===== src/rtl/frog_input_sequencer.sv =====
// Turns the four debounced player switches into registered one-cycle move pulses,
// a facing-direction code and a chord-triggered game-start pulse.
module frog_input_sequencer #(
  parameter int unsigned C_REPEAT_DELAY  = 2_500_000,
  parameter int unsigned C_REPEAT_PERIOD = 1_250_000,
  parameter int unsigned C_CHORD_HOLD    = 5_000_000
) (
  input  logic       i_Clk,
  input  logic       i_Rst_L,
  input  logic       i_Switch_1,
  input  logic       i_Switch_2,
  input  logic       i_Switch_3,
  input  logic       i_Switch_4,
  input  logic       i_Game_Active,
  output logic       o_Move_Up,
  output logic       o_Move_Lt,
  output logic       o_Move_Rt,
  output logic       o_Move_Dn,
  output logic [1:0] o_Frog_Direction,
  output logic       o_Start
);

  typedef enum logic [2:0] {
    S_IDLE,
    S_DELAY,
    S_REPEAT,
    S_CHORD,
    S_WAIT_REL
  } state_t;

  localparam logic [23:0] C_DELAY_LAST  = 24'(C_REPEAT_DELAY - 1);
  localparam logic [23:0] C_PERIOD_LAST = 24'(C_REPEAT_PERIOD - 1);
  localparam logic [23:0] C_CHORD_LAST  = 24'(C_CHORD_HOLD - 1);

  state_t      state_q, state_d;
  logic [23:0] cnt_q, cnt_d;
  logic [1:0]  dir_q, dir_d;
  logic [1:0]  prio_dir;
  logic [3:0]  sw;
  logic [3:0]  move_q, move_d;
  logic [1:0]  face_d;
  logic        start_d;
  logic        pulse;
  logic        any_sw, all_sw, latched_sw;

  // Bit index equals the direction code: 0=Up, 1=Left, 2=Right, 3=Down.
  assign sw         = {i_Switch_4, i_Switch_3, i_Switch_2, i_Switch_1};
  assign any_sw     = |sw;
  assign all_sw     = &sw;
  assign latched_sw = sw[dir_q];

  always_comb begin
    prio_dir = 2'd3;
    if (sw[0])      prio_dir = 2'd0;
    else if (sw[1]) prio_dir = 2'd1;
    else if (sw[2]) prio_dir = 2'd2;
  end

  always_comb begin
    state_d = state_q;
    cnt_d   = cnt_q + 24'd1;
    dir_d   = dir_q;
    pulse   = 1'b0;
    start_d = 1'b0;
    move_d  = '0;
    face_d  = o_Frog_Direction;

    unique case (state_q)
      S_IDLE: begin
        cnt_d = '0;
        if (all_sw) begin
          state_d = S_CHORD;
        end else if (any_sw) begin
          dir_d   = prio_dir;
          pulse   = 1'b1;
          state_d = S_DELAY;
        end
      end

      S_DELAY, S_REPEAT: begin
        // Chord detection outranks the release checks.
        if (all_sw) begin
          cnt_d   = '0;
          state_d = S_CHORD;
        end else if (!latched_sw) begin
          cnt_d   = '0;
          state_d = any_sw ? S_WAIT_REL : S_IDLE;
        end else if (state_q == S_DELAY && cnt_q == C_DELAY_LAST) begin
          cnt_d   = '0;
          pulse   = 1'b1;
          state_d = S_REPEAT;
        end else if (state_q == S_REPEAT && cnt_q == C_PERIOD_LAST) begin
          cnt_d = '0;
          pulse = 1'b1;
        end
      end

      S_CHORD: begin
        if (!all_sw) begin
          cnt_d   = '0;
          state_d = S_WAIT_REL;
        end else if (cnt_q == C_CHORD_LAST) begin
          cnt_d   = '0;
          start_d = !i_Game_Active;
          state_d = S_WAIT_REL;
        end
      end

      S_WAIT_REL: begin
        cnt_d = '0;
        if (!any_sw) state_d = S_IDLE;
      end

      default: begin
        cnt_d   = '0;
        state_d = S_IDLE;
      end
    endcase

    if (pulse && i_Game_Active) begin
      move_d[dir_d] = 1'b1;
      face_d        = dir_d;
    end
  end

  always_ff @(posedge i_Clk or negedge i_Rst_L) begin
    if (!i_Rst_L) begin
      state_q          <= S_IDLE;
      cnt_q            <= '0;
      dir_q            <= '0;
      move_q           <= '0;
      o_Frog_Direction <= '0;
      o_Start          <= 1'b0;
    end else begin
      state_q          <= state_d;
      cnt_q            <= cnt_d;
      dir_q            <= dir_d;
      move_q           <= move_d;
      o_Frog_Direction <= face_d;
      o_Start          <= start_d;
    end
  end

  assign o_Move_Up = move_q[0];
  assign o_Move_Lt = move_q[1];
  assign o_Move_Rt = move_q[2];
  assign o_Move_Dn = move_q[3];

endmodule


===== config.mk =====
export PLATFORM = sky130hd
export DESIGN_NAME = frog_input_sequencer
export DESIGN_NICKNAME = d
export VERILOG_FILES = /design/src/rtl/frog_input_sequencer.sv
export SDC_FILE = /design/constraint.sdc
export NUM_CORES = 1
export LEC_CHECK = 0
export ABC_AREA = 1
export CAP_MARGIN = 20
export CELL_PAD_IN_SITES_DETAIL_PLACEMENT = 2
export CELL_PAD_IN_SITES_GLOBAL_PLACEMENT = 2
export CORE_ASPECT_RATIO = 1.1
export CORE_UTILIZATION = 25
export CTS_CLUSTER_SIZE = 16
export DETAILED_ROUTE_END_ITERATION = 10
export PLACE_DENSITY_LB_ADDON = 0.1
export SYNTH_ARGS = -nofsm -noshare
export SYNTH_HDL_FRONTEND = slang
export SYNTH_SLANG_ARGS = --single-unit

===== constraint.sdc =====
create_clock -name i_Clk -period 2.2 [get_ports i_Clk]
set_clock_uncertainty 0.15 [all_clocks]
set_input_delay 0.55 -clock i_Clk [delete_from_list [all_inputs] [get_ports i_Clk]]
set_output_delay 0.55 -clock i_Clk [all_outputs]
set_load 0.05 [all_outputs]

==> flow_metrics.tcl <==
set metrics [dict create \
    irDropWorstVdd_uv 261.5 \
    reg2reg_from "cnt_q[1]" \
    drive_gt1_share_pct 19.10 \
    cts_tree "built" \
    vias 2027 \
    critPathMaxStageDelay_ps 800 \
    clock_latency_ps 290 \
    grt_max_degree 22 \
    synth_top_area_share_pct 40.13 \
    routed_wl_mm 6.712 \
    postLayoutCellArea_sq_um 2721 \
    hold_viol_final 0 \
    dieArea_sq_um 9362 \
    ys_types 28 \
    drv_cap 0 \
    power.leakage_nw 1.148 \
    numClockSinks 36 \
    synth_nets 310 \
    slew_headroom_pct 66.47 \
    outcome "complete, no violations" \
    fill_cells 1018 \
    synthCells 302 \
    route.detailed.drc 0 \
    antenna_found_initial 0 \
    overflow 0 \
    synth_compound_area_share_pct 2.731 \
    instances_no_fill 446 \
    muxShareOfSynthArea_pct 0 \
    cts-root-buf "clkbuf_8" \
    timing.final.crit_share_pct 96.89 \
    crit_cells 1 \
    synth_top_family_by_area "simple AND/OR/NAND/NOR gates" \
    synth_adder_area_share_pct 0.5574 \
    slew_viol_final 0 \
    crit_start "o_Frog_Direction[0]" \
    cts.htree.levels 2 \
    synth_flop_cell "dfrtp_1" \
    hold_path.class "input pin to async pin" \
    core_area_sq_um 8539 \
    cts_buffers 5 \
    critPathArrivalTime_ps 1430 \
    crit_family "buffers and inverters" \
    synth_seq_cells 36 \
    multiInputGateArea_sq_um 1172 \
    synth_area_leaders "dfrtp_1 40%, nand2_1 13%, nor2_1 6.7%" \
    crit_buf_inv 1 \
    grt_pass1_vias 2250 \
    fmax_mhz 469.1 \
    yosys.area_share.simple_pct 42.98 \
    diodes 0 \
    max_slew.worst_pin.slew_ps 501.3 \
    seq_area_sq_um 900.9 \
    die-width_um 92.35 \
    synthArstFlopShare_pct 100.0 \
    period_needed_ps 2132 \
    dp.final_hpwl_mm 5.397 \
    drt_iter0_markers 77 \
    ys_seq_area_share_pct 40.13 \
    synthTopCellsByCount "80 x nand2_1, 40 x nor2_1, 36 x dfrtp_1" \
    cp-start-kind "flip-flop" \
    syn_to_final_growth_pct 21.24 \
    syn_area_per_cell_sq_um 7.433 \
    num_io_pins 14 \
    yosysWarnings 0 \
    post-synth-top-count-cell "nand2_1" \
    yosysTopAreaCell "dfrtp_1" \
    synth-edff-count 0 \
    ant_nets 0 \
    crit_fanout 2 \
    crit_path_top_delay_cell "clkdlybuf4s50_1" \
    num_rows 35 \
    routedWlPerCell_um 15.05 \
    clockBufferDepth 2 \
    synth_area_sq_um 2245 \
    globalplace.congestion 0.7864 \
    cp_cell_sequence "clkdlybuf4s50_1" \
    rr_worst_depth 7 \
    setup_viol 0 \
    grt_pass1_wl_mm 11.53 \
    placed_cell_area_sq_um 2619 \
    place_inst 437 \
    clk_pin_slew_worst_paths_ps 80 \
    crit_type "flip-flop to output port" \
    viasPerCell 4.545 \
    initial_core_util_pct 26.29 \
    dr.pass1.iters 3 \
    cp.required_ps 1500 \
    hold_buffers 0 \
    io_buffers 13 \
    end_kind "output port" \
    rsz0062_at_grt "false" \
    powerDensity_nw_per_um2 814.2 \
    die_y_um 101.4 \
    finalNetCount 342 \
    synth_xor_xnor_area_share_pct 5.853 \
    grtUsageTotal_pct 16.22 \
]
## sequential cells by signal, summed over array words and instances, names as in the netlist
signal / count
cnt_q: 24
o_Start: 1
move_q: 4
dir_q: 2
o_Frog_Direction: 2
state_q: 3
## cell type report
cell class / instances / area share [%]
multi-input cells: 228 / 43.08
flip-flops and latches: 36 / 33.10
repair buffers: 28 / 10.39
well taps: 111 / 5.103
inverters: 35 / 4.920
clock buffers: 6 / 3.034
clock inverters: 2 / 0.3678
## cell families after synthesis
| logic type | after synthesis |
|---|---|
| compound gates | 11 |
| buf+inv | 38 |
| fa+ha+maj | 1 |
| simple gates | 201 |
| xor+xnor | 15 |
| flops | 36 |
## final timing paths
path	end	slack [ps]
max in group asynchronous	o_Start	1380
min in group i_Clk	o_Frog_Direction[0]	330
setup / recovery	o_Frog_Direction[0]	70
hold reg to reg	o_Frog_Direction[0]	330
setup reg to reg	cnt_q[14]	270
hold / removal	cnt_q[17]	40
## metrics by stage
stage	hold slack [ps]	setup WS, ps	utilization (%)	TNS (ps)	power, W
after CTS	47.59	45.81	31.75	0	0.002265
after global placement	307.4	-150.3	30.67	-1260	0.001728
after floorplan	104.4	478.5	-	0	0.001391
final	39.80	68.45	31.87	0	0.002216
after global routing	53.52	3.310	31.87	0	0.002396
after detailed placement	321.9	-113.1	30.67	-1059	0.001733
## cells in the final DEF (no fill, tap or decap), drive strengths merged, types with 2 or more instances in the layout
cell type / n
nor4: 3
nor2: 64
xor2: 13
dfrtp: 36
clkdlybuf4s50: 10
inv: 35
nand3: 26
xnor2: 2
clkbuf: 6
o21ai: 7
nor3: 13
a21oi: 3
clkinv: 2
nand4: 10
nand2: 84
buf: 18
## per-layer routing
| metal | vias to the layer above | track usage [%] | routed length, um |
|---|---|---|---|
| met4 | 0 | 4.688 | 82 |
| met1 | 997 | 20.66 | 3177 |
| li1 | 1013 | - | - |
| met3 | 6 | 2.477 | 99 |
| met5 | - | 0 | 0 |
| met2 | 11 | 28.38 | 3353 |
## power by group
part           internal [W]  switching [W]  total, W
Sequential         0.000739      0.0000640  0.000803
Combinational      0.000351       0.000556  0.000907
Clock              0.000250       0.000255  0.000505
Total               0.00134       0.000875   0.00222
## what timing repair did
| item | in CTS | in global routing |
|---|---|---|
| gates resized for setup | 0 | 1 |
| setup buffers | 0 | 1 |
| endpoints found under the setup margin | 0 | 4 |
Power figures use the tool's default switching activity.
